$ cat src/rtl/arm_position_recorder.sv
// Records the live arm position (three 10-bit axes) into a 16-entry position
// memory at a fixed sample rate, stopping when the memory fills or on request.
module arm_position_recorder #(
  parameter int DATA_WIDTH    = 30,
  parameter int ADDRESS_WIDTH = 4,
  parameter int CLK_FREQ      = 50_000_000,
  parameter int FREQ_SAMPLE   = 1
) (
  input  logic                     clk,
  input  logic                     rst,
  input  logic                     start_rec,
  input  logic                     stop_rec,
  input  logic [9:0]               x_in,
  input  logic [9:0]               y_in,
  input  logic [9:0]               z_in,
  output logic                     wr_en,
  output logic [ADDRESS_WIDTH-1:0] wr_addr,
  output logic [DATA_WIDTH-1:0]    wr_data,
  output logic [ADDRESS_WIDTH:0]   rec_count,
  output logic                     recording,
  output logic                     full,
  output logic                     done
);

  localparam int DIV   = CLK_FREQ / FREQ_SAMPLE;
  localparam int CNT_W = (DIV > 2) ? $clog2(DIV) : 1;
  localparam int DEPTH = 1 << ADDRESS_WIDTH;

  localparam logic [CNT_W-1:0]       TICK_LAST = CNT_W'(DIV - 1);
  localparam logic [ADDRESS_WIDTH:0] COUNT_MAX = (ADDRESS_WIDTH + 1)'(DEPTH);

  typedef enum logic [1:0] {IDLE, REC, FINISH} state_e;

  state_e                   state_q, state_d;
  logic [CNT_W-1:0]         cnt_q, cnt_d;
  logic [DATA_WIDTH-1:0]    cap_q, cap_d;
  logic                     pend_q, pend_d;
  logic                     stop_pend_q, stop_pend_d;
  logic                     wr_en_q, wr_en_d;
  logic [ADDRESS_WIDTH-1:0] wr_addr_q, wr_addr_d;
  logic [DATA_WIDTH-1:0]    wr_data_q, wr_data_d;
  logic [ADDRESS_WIDTH:0]   rec_count_q, rec_count_d;
  logic                     recording_q, recording_d;
  logic                     full_q, full_d;
  logic                     done_q, done_d;
  logic                     tick;

  assign tick = (state_q == REC) && (cnt_q == TICK_LAST);

  always_comb begin
    // NOTE: every signal gets a default first so no path through the case infers a latch.
    state_d     = state_q;
    cnt_d       = cnt_q;
    cap_d       = cap_q;
    pend_d      = 1'b0;
    stop_pend_d = stop_pend_q;
    wr_en_d     = 1'b0;
    wr_addr_d   = wr_addr_q;
    wr_data_d   = wr_data_q;
    rec_count_d = rec_count_q;
    full_d      = full_q;

    unique case (state_q)
      IDLE: begin
        if (start_rec) begin
          state_d     = REC;
          cnt_d       = '0;
          rec_count_d = '0;
          wr_addr_d   = '0;
          full_d      = 1'b0;
          stop_pend_d = 1'b0;
        end
      end

      REC: begin
        // The cycle in which a write is visible decides whether the recording ends.
        if (wr_en_q && ((rec_count_q == COUNT_MAX) || stop_pend_q)) begin
          state_d     = FINISH;
          full_d      = (rec_count_q == COUNT_MAX);
          stop_pend_d = 1'b0;
        end else begin
          cnt_d = tick ? '0 : cnt_q + 1'b1;
          if (pend_q) begin
            wr_en_d     = 1'b1;
            wr_addr_d   = rec_count_q[ADDRESS_WIDTH-1:0];
            wr_data_d   = cap_q;
            rec_count_d = rec_count_q + 1'b1;
          end else if (tick) begin
            cap_d  = DATA_WIDTH'({x_in, y_in, z_in});
            pend_d = 1'b1;
          end
          // A stop that meets an in-flight sample lets that sample land first.
          if (stop_rec) begin
            if (tick || pend_q) stop_pend_d = 1'b1;
            else                state_d     = FINISH;
          end
        end
      end

      FINISH: begin
        state_d = IDLE;
      end

      default: state_d = IDLE;
    endcase

    recording_d = (state_d == REC);
    done_d      = (state_d == FINISH);
  end

  // NOTE: state uses non-blocking assignments so every flop samples pre-edge values.
  always_ff @(posedge clk or posedge rst) begin
    // NOTE: every flop, including the capture register, is reset so an abort leaves nothing pending.
    if (rst) begin
      state_q     <= IDLE;
      cnt_q       <= '0;
      cap_q       <= '0;
      pend_q      <= 1'b0;
      stop_pend_q <= 1'b0;
      wr_en_q     <= 1'b0;
      wr_addr_q   <= '0;
      wr_data_q   <= '0;
      rec_count_q <= '0;
      recording_q <= 1'b0;
      full_q      <= 1'b0;
      done_q      <= 1'b0;
    end else begin
      state_q     <= state_d;
      cnt_q       <= cnt_d;
      cap_q       <= cap_d;
      pend_q      <= pend_d;
      stop_pend_q <= stop_pend_d;
      wr_en_q     <= wr_en_d;
      wr_addr_q   <= wr_addr_d;
      wr_data_q   <= wr_data_d;
      rec_count_q <= rec_count_d;
      recording_q <= recording_d;
      full_q      <= full_d;
      done_q      <= done_d;
    end
  end

  assign wr_en     = wr_en_q;
  assign wr_addr   = wr_addr_q;
  assign wr_data   = wr_data_q;
  assign rec_count = rec_count_q;
  assign recording = recording_q;
  assign full      = full_q;
  assign done      = done_q;

endmodule

$ cat config.mk
export PLATFORM = sky130hd
export DESIGN_NAME = arm_position_recorder
export DESIGN_NICKNAME = d
export VERILOG_FILES = /design/src/rtl/arm_position_recorder.sv
export SDC_FILE = /design/constraint.sdc
export NUM_CORES = 1
export LEC_CHECK = 0
export ABC_AREA = 1
export CAP_MARGIN = 0
export CORE_MARGIN = 4
export CORE_UTILIZATION = 55
export CTS_CLUSTER_DIAMETER = 100
export CTS_CLUSTER_SIZE = 25
export DETAILED_ROUTE_END_ITERATION = 8
export PLACE_DENSITY = 0.82
export SYNTH_ARGS = -nofsm -noshare
export SYNTH_HDL_FRONTEND = slang
export SYNTH_SLANG_ARGS = --single-unit
$ cat constraint.sdc
create_clock -name clk -period 9.2 [get_ports clk]
set_input_delay 1.84 -clock clk [delete_from_list [all_inputs] [get_ports clk]]
set_output_delay 1.84 -clock clk [all_outputs]
set_load 0.005 [all_outputs]
### Word level (Yosys, flattened, before mapping)

Index checks and enable logic that the tools add are counted.
W data, S select, Z words.

* bits in registers: 103
* bits in latches: 0
* RAM bits: 0
* memory bits (read-only): 0
* memories: 0

* add/subtract/negate cells: 2
* multiply operators: 0
* divide/modulo/power cells: 0
* $lt $le $gt $ge: 0
* equal/unequal tests: 11
* shift operators: 0
* muxes and demuxes: 31
* bitwise operators: 2
* reductions and logical operators: 12

Operators by type and width (count)
* $mux W26: 3
* $pmux W26 S2: 1
* $add A26 B1 Y26 const B: 1
* $eq A26 B26 Y1 const B: 1
* $mux W5: 3
* $mux W1: 12
* $mux W4: 3
* $reduce_and A4 Y1: 3
* $pmux W5 S2: 1
* $reduce_and A3 Y1: 3
* $mux W2: 4
* $pmux W4 S2: 1
* $ne A2 B2 Y1 const B: 3
* $add A5 B1 Y5 const B: 1
* $eq A5 B5 Y1 const B: 1
* $eq A2 B1 Y1 const B: 2
* $pmux W1 S2: 2
* $pmux W2 S2: 1
* $ne A3 B1 Y1 const B: 1
* $ne A3 B2 Y1 const B: 1
* $eq A2 B2 Y1 const B: 1
* $logic_and A1 B1 Y1: 2
* $logic_not A2 Y1: 1
* $logic_or A1 B1 Y1: 2
* other kinds (3): 4

### Logic depth before layout (Yosys ltp)

Gate-level depths: netlist of the first run.

* word-level depth: 8
* depth in mapped cells: 14
* depth with buffers taken out: 13

### Worst setup path before layout of the first run

Ideal clock, no wire load.

* path type: input-to-reg
* from: input start_rec
* to: register cnt_q[6]
* library setup time: 0.127 ns
* data arrival time: 2.553 ns
* required time: 9.073 ns
* setup slack: 6.520 ns
* cell stages on the path: 8
* path buffers: 1
* cell sequence: nand2_1 > nor2_1 > inv_1 > nand2_4 > inv_1 > buf_2 > nand2_1 > o21ai_0

* longest elaborated chain between the ends: 2

RTL lines
* start: declaration: line 11 `input logic start_rec,`
* $ne A2 B2 Y1 (no source line)
* $reduce_and A3 Y1 (no source line)
* end signal: assignment: line 129 `cnt_q <= cnt_d;`
* end: declaration: line 35 `logic [CNT_W-1:0] cnt_q, cnt_d;`

Every way passes these cells.
A chain may end at the register's enable or synchronous reset.

### Worst setup path after layout of the first run

* from: register rec_count_q[2] (netlist: rec_count[2])
* to: output rec_count[2]

RTL lines
* start: declaration: line 42 `logic [ADDRESS_WIDTH:0] rec_count_q, rec_count_d;`
* start signal: assignment: line 136 `rec_count_q <= rec_count_d;`
* end: declaration: line 19 `output logic [ADDRESS_WIDTH:0] rec_count,`

No word-level cell between the ends.

==> summary.txt, run 1 <==
Run status
  • Run status: finished clean

Timing
  • Fin Setup TNS: 0 ns
  • Fmax: 306 MHz
  • RSZ-0062 raised after global routing: false
  • Final setup margin: 5.93 ns
  • Max-slew headroom: 38.6%
  • Minimum clock period: 3.27 ns
  • Max Slew Vio Count: 0
  • Worst slew pin tran: 0.919 ns
  • Worst hold margin: 0.482 ns
  • Period utilization: 35.5%
  • Worst clock skew: 0.0140 ns
  • Final setup violation count: 0
  • Final Hold Fails: 0

Routing
  • Post-DRT Antenna Nets: 0
  • Final wirelength: 11100 um
  • Initial DRC Count: 175
  • WL/cell: 13.7 um
  • DRC viols: 0
  • Vias: 4145
  • DR vias/cell: 5.10
  • DR pass1 iterations: 5

Yosys
  • Post-synth EDFFs: 0
  • Area contributors post-synth: dfrtp_1 (53%), nand2_1 (22%), inv_1 (4.2%), nor2_1 (4.1%), nand3_1 (3.0%)
  • Synth Net Count: 665
  • Post-Synthesis Cell Area: 4890 um^2
  • Yosys top cell area share: 52.7%
  • Post-Synthesis Cells: 628
  • Synth unique cells: 28
  • Main flop type after synthesis: dfrtp_1
  • Area leader, netlist: dfrtp_1
  • Register area share after synthesis: 52.7%
  • FFs w/ async S/R, synth: 100%
  • Synth Warn #: 0
  • Synthesized flop and latch total: 103
  • Mapped Avg Cell Area: 7.79 um^2

Cells and area
  • Ratio of cells with drive above 1 in the final layout: 4.69%
  • N_diodes: 0
  • Layout Nets: 736
  • Finished Core Util: 67.4%
  • Design Area, Final: 5850 um^2
  • Layout Area Growth over Synthesis: 19.6%
  • Final non-filler cell total: 812

Power
  • Pleak: 2.78 nW
  • Pwr Density: 150 nW/um^2
  • Total power: 0.878 mW
  • Max VDD drop: 0.114 mV

Min path
  • Hold Crit Class: flip-flop to flip-flop

Critical path
  • Worst setup path startpoint: rec_count[2]
  • CP top delay family: buffers and inverters
  • R2r endpoint: cap_q[15]
  • Crit path buf inv count: 1
  • Startpoint type of the worst setup path: flip-flop
  • R2r worst-path depth: 9
  • R2R Setup Slk: 6.28 ns
  • R2r startpoint: cnt_q[0]
  • Max incr delay on CP: 0.58 ns
  • CP arrival: 1.43 ns
  • Worst setup path endpoint: rec_count[2]
  • Slowest cell on the critical path: clkdlybuf4s50_1
  • CP Depth: 1
  • Critical Path RT: 7.36 ns
  • Crit Path Max Fanout: 6
  • Worst Setup Path Type: flip-flop to output port
  • Crit. End Element: output port
  • CP Cell Sequence: clkdlybuf4s50_1

Floorplan
  • Core area: 8680 um^2
  • Initial core utilization: 56.4%
  • Boundary Pins: 77
  • Die Width: 102 um
  • Chip Height: 102 um
  • Cell Rows: 34
  • Die footprint: 10500 um^2

Clock tree
  • # hold bufs at CTS: 0
  • Clock Latency Late Sink: 0.37 ns
  • Clk sink count: 103
  • Root buffer cell: clkbuf_8
  • Htree depth: 3
  • CTS tree: yes
  • Clk slew on worst S/H paths: 0.11 ns
  • Num CTS Buffers: 9
  • Gates resized, CTS repair: 0
  • Postcts setup bufs: 0
  • CTS Buffer Depth: 2

Place
  • Placed cells: 796
  • Port Buf Inserts: 76
  • DP Worst Slack: 5.66 ns
  • Placed instance area: 5660 um^2
  • Detailed-placement wirelength estimate: 7780 um
  • GP Congestion: 0.905

Global route
  • Largest net degree at the start of global routing: 59
  • Vias in the first global route: 4109
  • Congestion Overflow GR: 0
  • GRT Overall Usage: 22.8%
  • First-pass GRT wire length: 18900 um
  • Antenna violations before repair: 0

Flow run
  • Max-Cap Viols: 0
[registers in the layout (all words and copies together) (netlist names)]
signal and cells:
cap_q 30, wr_data 30, cnt_q 26, rec_count 5, wr_addr 4, state_q 2
done 1, full 1, pend_q 1, recording 1, stop_pend_q 1, wr_en 1
[report_power, final]
group	switching (mW)	internal [mW]
clock network	0.165	0.112
logic	0.0937	0.0373
registers	0.00811	0.462
total	0.267	0.611
[worst min-delay path by stage]
| stage | start | end | cells past startpoint |
|---|---|---|---|
| after CTS | wr_data[18] | wr_data[18] | 2 |
| after floorplan | cap_q[0] | cap_q[0] | 2 |
| after detailed placement | wr_data[10] | wr_data[10] | 2 |
| final | wr_data[24] | wr_data[24] | 2 |
| after global routing | cap_q[25] | wr_data[25] | 2 |
| after global placement | wr_data[18] | wr_data[18] | 2 |
[synth_stat cells, types with 2 or more instances]
| cell | number |
|---|---|
| a21oi_1 | 7 |
| buf_2 | 7 |
| buf_4 | 3 |
| buf_6 | 7 |
| dfrtp_1 | 103 |
| ha_1 | 3 |
| inv_1 | 55 |
| nand2_1 | 291 |
| nand2_2 | 5 |
| nand3_1 | 29 |
| nand4_1 | 10 |
| nor2_1 | 53 |
| nor2_4 | 4 |
| nor3_1 | 7 |
| o21ai_0 | 19 |
| o21ai_1 | 4 |
| xnor2_1 | 2 |
| xor2_1 | 9 |
[cells by family after synthesis]
logic type	count (synthesis)	share of synthesized area [%]
flops	103	52.7
simple gates	404	33.9
xor+xnor	11	1.97
fa+ha+maj	3	0.767
buf+inv	74	7.18
compound gates	33	3.55
[routing by layer]
| layer | share of wire [%] | GRT usage (%) | vias to the layer above | routed length, um |
|---|---|---|---|---|
| met3 | 6.7 | 7.58 | 9 | 749 |
| met1 | 43 | 28.8 | 1987 | 4840 |
| met4 | 0.80 | 5.85 | 0 | 89 |
| li1 | - | - | 2056 | - |
| met5 | 0 | 0 | - | 0 |
| met2 | 49 | 38.1 | 93 | 5450 |
[cell type report]
class,count,area [um^2]
repair buffers,77,768
flip-flops and latches,103,2580
inverters,57,218
clock inverters,5,46.3
multi-input cells,451,1960
fillers,737,2830
clock buffers,11,141
well taps,108,135
[placed cells by master, fill, tap and decap left out, types with 3 or more instances in the layout]
cell type / Yosys / final
inv_1: 55 / 54
clkdlybuf4s50_1: 0 / 76
nand2_2: 5 / 5
dfrtp_1: 103 / 103
a21oi_1: 7 / 7
nand3_1: 29 / 29
nand2_1: 291 / 291
ha_1: 3 / 3
o21ai_0: 19 / 19
nor3_1: 7 / 7
inv_6: 0 / 4
nor2_4: 4 / 4
nand4_1: 10 / 10
o21ai_1: 4 / 4
nor2_1: 53 / 53
xor2_1: 9 / 9
clkbuf_8: 0 / 10
(Power assumes the default switching activity.)
==> run 2: changes to the inputs <==
CORE_UTILIZATION = 49   (was 55)
PLACE_DENSITY = 0.78   (was 0.82)
clock period = 3 ns   (was 9.2 ns; I/O delays follow)
==> run 2 against run 1 <==
Against the previous run: flip-flop and latch count did not move; cell count up 3.4%; setup slack got worse by 5.2 ns; clock skew is essentially flat; count of clock-buffer cells in the layout fell by 2; die area rose by 11%; critical path type is now flip-flop to flip-flop; highest routed layer unchanged.
==> summary.txt, run 2 (synthesis results as in run 1) <==
Run status
  • Run status: finished clean

Critical path
  • Worst Setup Path Type: flip-flop to flip-flop
  • CP Cell Sequence: inv_1 > ha_1 > nand2_1 > inv_1 > nand2_1 > nand2_1 > nand2_2 > nand4_2 > buf_4 > clkinv_2 > nand2_1 > nand2_1
  • Max incr delay on CP: 0.44 ns (-0.14 ns)
  • Crit path top cell by count: nand2_1
  • Crit. End Element: flip-flop
  • R2r startpoint: rec_count[0]
  • Crit Path Max Fanout: 31 (+25)
  • R2r worst-path depth: 12 (+3)
  • R2R Setup Slk: 0.72 ns (-5.56 ns)
  • CP arrival: 2.55 ns (+1.12 ns)
  • Critical Path RT: 3.27 ns (-4.09 ns)
  • R2r endpoint: cap_q[24]
  • Worst setup path endpoint: cap_q[24]
  • Startpoint type of the worst setup path: flip-flop
  • Worst setup path startpoint: rec_count[0]
  • Slowest cell on the critical path: clkinv_2

Cells and area
  • Final non-filler cell total: 840 (+3.4%)
  • Commonest non-fill, non-tap cell in the layout: nand2_1
  • Layout Area Growth over Synthesis: 21.2%
  • Fill count: 865 (+17%)
  • N_diodes: 0 (unchanged)
  • Ratio of cells with drive above 1 in the final layout: 5.23% (+0.55 points)
  • Layout Nets: 740 (+0.54%)
  • Most frequent cells in the layout: nand2_1 (291), dfrtp_1 (103), clkdlybuf4s50_1 (76), inv_1 (54), nor2_1 (53)

Floorplan
  • Die Width: 108 um (+5.5%)
  • Initial core utilization: 50.3% (-6.1 points)
  • Die footprint: 11700 um^2 (+11%)
  • Core area: 9730 um^2 (+12%)
  • Chip Height: 108 um (+5.5%)
  • Boundary Pins: 77 (unchanged)
  • Cell Rows: 36 (+5.9%)

Timing
  • Max Slew Vio Count: 0 (unchanged)
  • RSZ-0062 raised after global routing: false
  • Fin Setup TNS: 0 ns (unchanged)
  • Fmax: 439 MHz
  • Final Hold Fails: 0 (unchanged)
  • Worst clock skew: 0.0144 ns (+0.000433 ns)
  • Period utilization: 75.9%
  • Worst slew pin tran: 0.770 ns (-0.149 ns)
  • Minimum clock period: 2.28 ns
  • Final setup violation count: 0 (unchanged)
  • Max-slew headroom: 48.6% (+9.9 points)

Routing
  • Post-DRT Antenna Nets: 0 (unchanged)
  • Vias: 4135 (-0.24%)
  • WL/cell: 13.2 um (-3.9%)
  • DR pass1 iterations: 4 (-1)
  • Final wirelength: 11100 um (-0.58%)
  • DRC viols: 0 (unchanged)
  • Initial DRC Count: 203 (+16%)
  • DR vias/cell: 4.92 (-3.6%)

Clock tree
  • Clk sink count: 103 (unchanged)
  • Clk slew on worst S/H paths: 0.10 ns (about the same)
  • CTS tree: yes
  • # hold bufs at CTS: 0 (unchanged)
  • Clock Latency Late Sink: 0.38 ns (about the same)
  • Htree depth: 3 (unchanged)
  • Num CTS Buffers: 9 (unchanged)
  • CTS Buffer Depth: 2 (unchanged)
  • Postcts setup bufs: 0 (unchanged)
  • Gates resized, CTS repair: 0 (unchanged)
  • Root buffer cell: clkbuf_8

Global route
  • Largest net degree at the start of global routing: 38 (-36%)
  • Congestion Overflow GR: 0 (unchanged)
  • GRT Overall Usage: 20.2% (-2.6 points)
  • First-pass GRT wire length: 18900 um (+0.18%)
  • Antenna violations before repair: 0 (unchanged)
  • Vias in the first global route: 4173 (+1.6%)

Place
  • Port Buf Inserts: 76 (unchanged)
  • Detailed-placement wirelength estimate: 8060 um (+3.6%)
  • GP Congestion: 0.928 (+2.6%)
  • Placed cells: 825 (+3.6%)

Power
  • Total power: 2.67 mW (+200%)
  • Max VDD drop: 0.269 mV (+140%)
  • Pwr Density: 450 nW/um^2 (+200%)
  • Pleak: 2.80 nW (+0.72%)

Flow run
  • Max-Cap Viols: 0 (unchanged)

Min path
  • Hold Crit Class: flip-flop to flip-flop
==> run 2: cell count changes in the layout (fill, tap and decap cells not counted), sizes merged <==
cell / previous run / this run
buf: 1 / 5
clkinvlp: 0 / 1
clkinv: 1 / 4
inv: 61 / 58
clkbuf: 11 / 9
==> run 2: how the worst min path moves through the flow <==
stage	to	slack (ns)	start	cells after the start
floorplan	cap_q[0]	0.45	cap_q[0]	2
global placement	wr_data[0]	0.46	wr_data[0]	2
detailed placement	wr_data[5]	0.46	wr_data[5]	2
CTS	wr_data[25]	0.48	cap_q[25]	2
global route	wr_data[3]	0.50	cap_q[3]	2
finish	wr_data[5]	0.48	wr_data[5]	2
==> run 2: layer usage <==
metal  track usage (%)  share of wire (%)
met3              4.96                4.7
met4              5.14                1.3
met2              33.2                 48
met1              27.1                 46
met5                 0                  0
==> run 2: worst max-delay path, delay by kind of cell, from the launching register on <==
kind / cells / cell delay [ns]
adders and majority gates: 1 / 0.16
buffers and inverters: 4 / 0.93
and+or+nand+nor: 7 / 0.63
DFF: 1 / 0.43
==> run 2: cell type report <==
class | instances | area (um^2) | area share [%]
multi-input combinational | 451 | 1960 | 33.1
inverter | 57 | 219 | 3.69
clock buffer | 9 | 124 | 2.09
tap | 133 | 166 | 2.81
clock inverter | 6 | 56.3 | 0.949
sequential | 103 | 2580 | 43.5
timing repair buffer | 81 | 823 | 13.9
==> run 2: per-stage QoR <==
step           hold slack, ns  util, %  setup WS (ns)  cell area (um^2)
6_report                0.481     61.0          0.722              5930
5_1_grt                 0.501     61.0          0.487              5930
4_1_cts                 0.479     61.0          0.716              5930
3_5_place_dp            0.457     59.1          0.648              5750
3_3_place_gp            0.457     59.1          0.714              5750
2_1_floorplan           0.449        -           1.17              4900
==> run 2: power by group <==
group	switching (mW)	total (mW)	internal, mW
combinational	0.286	0.406	0.120
clock	0.511	0.824	0.313
sequential	0.0241	1.44	1.42
total	0.821	2.67	1.85
==> variant: new RTL, config.mk and constraints of run 2 <==
`ADDRESS_WIDTH`: 4 -> 5.
--- a/src/rtl/arm_position_recorder.sv
+++ b/src/rtl/arm_position_recorder.sv
@@ -2,7 +2,7 @@
 // memory at a fixed sample rate, stopping when the memory fills or on request.
 module arm_position_recorder #(
   parameter int DATA_WIDTH    = 30,
-  parameter int ADDRESS_WIDTH = 4,
+  parameter int ADDRESS_WIDTH = 5,
   parameter int CLK_FREQ      = 50_000_000,
   parameter int FREQ_SAMPLE   = 1
 ) (
Interface: changed (resized rec_count and wr_addr); port bits go from 77 to 79. No check against the original RTL was run, so the function may have changed too.
==> variant against run 2 <==
- via count rose by 0.17%
- sequential cell count rose by 2
- cell area rose by 5.7%
- clock power rose by 4.7%
- global-route usage fell by 1.8 points
- non-clock buffer count rose by 3
- sequential power rose by 6%
- wire length fell by 2.5%
- critical endpoint is now cap_q[4]
- count of clock-buffer cells in the layout rose by 1
- power rose by 10%
- synthesized area rose by 5.8%
- largest power group unchanged
- highest routed layer unchanged
- worst setup slack improved by 0.046 ns
- clock skew fell by 0.0030 ns
==> variant: results (changes against run 2) <==
[min_path]
holdPathEnd = wr_data[9]
hold_start = wr_data[9]

[synth]
synth.area.top_cells = dfrtp_1, nand2_1, inv_1
synth_cell_types = 37  ; +32%
synth-seq-area-share_pct = 50.7  ; -1.9 points
synthTopCellsByCount = nand2_1, dfrtp_1, inv_1

[run_status]
run_status = finished clean

[place]
io_buffers = 78  ; +2.6%
pre_cts_slack_ns = 0.595  ; -0.0528 ns

[setup_path]
reg2reg_slack_ns = 0.77  ; +0.05 ns
crit_slowest_cell = dfrtp_1
rr_startpoint = cnt_q[0]
critPathMaxFanout = 41  ; +32%
r2r_end = cap_q[4]

[grt]
grt_start_max_net_pins = 62  ; +63%
met2_usage_pct = 30.8  ; -2.4 points
grt_usage_pct = 18.4  ; -1.8 points
grt_pass1_wl_um = 19100  ; +0.98%
grt_util_met3_pct = 3.22  ; -1.7 points

[power]
p_leak_nw = 2.78  ; -0.96%
p_sw_mw = 0.925  ; +13%

[detailed_routing]
dr_wl_met3_um = 461  ; -11%
routedWlPerCell_um = 13.3  ; +0.81%
vias = 4142  ; +0.17%
drt-met1-wl_um = 4880  ; -3.9%
wl_met2_um = 5270  ; -0.90%
drtIter0Drc = 208  ; +2.5%

[sta]
max_slew.worst_pin.slew_ns = 0.859  ; +0.0889 ns
finClkSkew_ns = 0.0115  ; -0.00300 ns

[cells_and_area]
nNetsFinal = 708  ; -4.3%

variant: cell types whose count changed in the layout (fill, tap and decap cells not counted), moves of 4 or more:
cell     change
o21ai_0     +30
nor2_1       -9
a21oi_2     +29
nor2_2      +34
inv_1       +20
nand2_2      +4
a21oi_1      +5
nand2_1    -158
variant: cells by family (layout without fill, tap and decap cells):
| kind of cell | after synthesis | count (layout) | share of synthesized area (%) |
|---|---|---|---|
| buffers and inverters | 98 | 179 | 8.51 |
| AOI/OAI and AO/OA | 100 | 100 | 12.3 |
| and+or+nand+nor | 280 | 280 | 26.2 |
| DFF | 105 | 105 | 50.7 |
| adders and majority gates | 3 | 3 | 0.725 |
| xor gates and xnor gates | 8 | 8 | 1.35 |
| muxes | 1 | 1 | 0.193 |
variant: final cells by class:
type	count	area (µm²)	area share (%)
Clock buffer	10	138	2.19
Clock inverter	6	57.6	0.918
Inverter	79	305	4.87
Multi-Input combinational cell	392	2110	33.6
Sequential cell	105	2630	41.9
Tap cell	136	170	2.71
Timing Repair Buffer	84	863	13.8
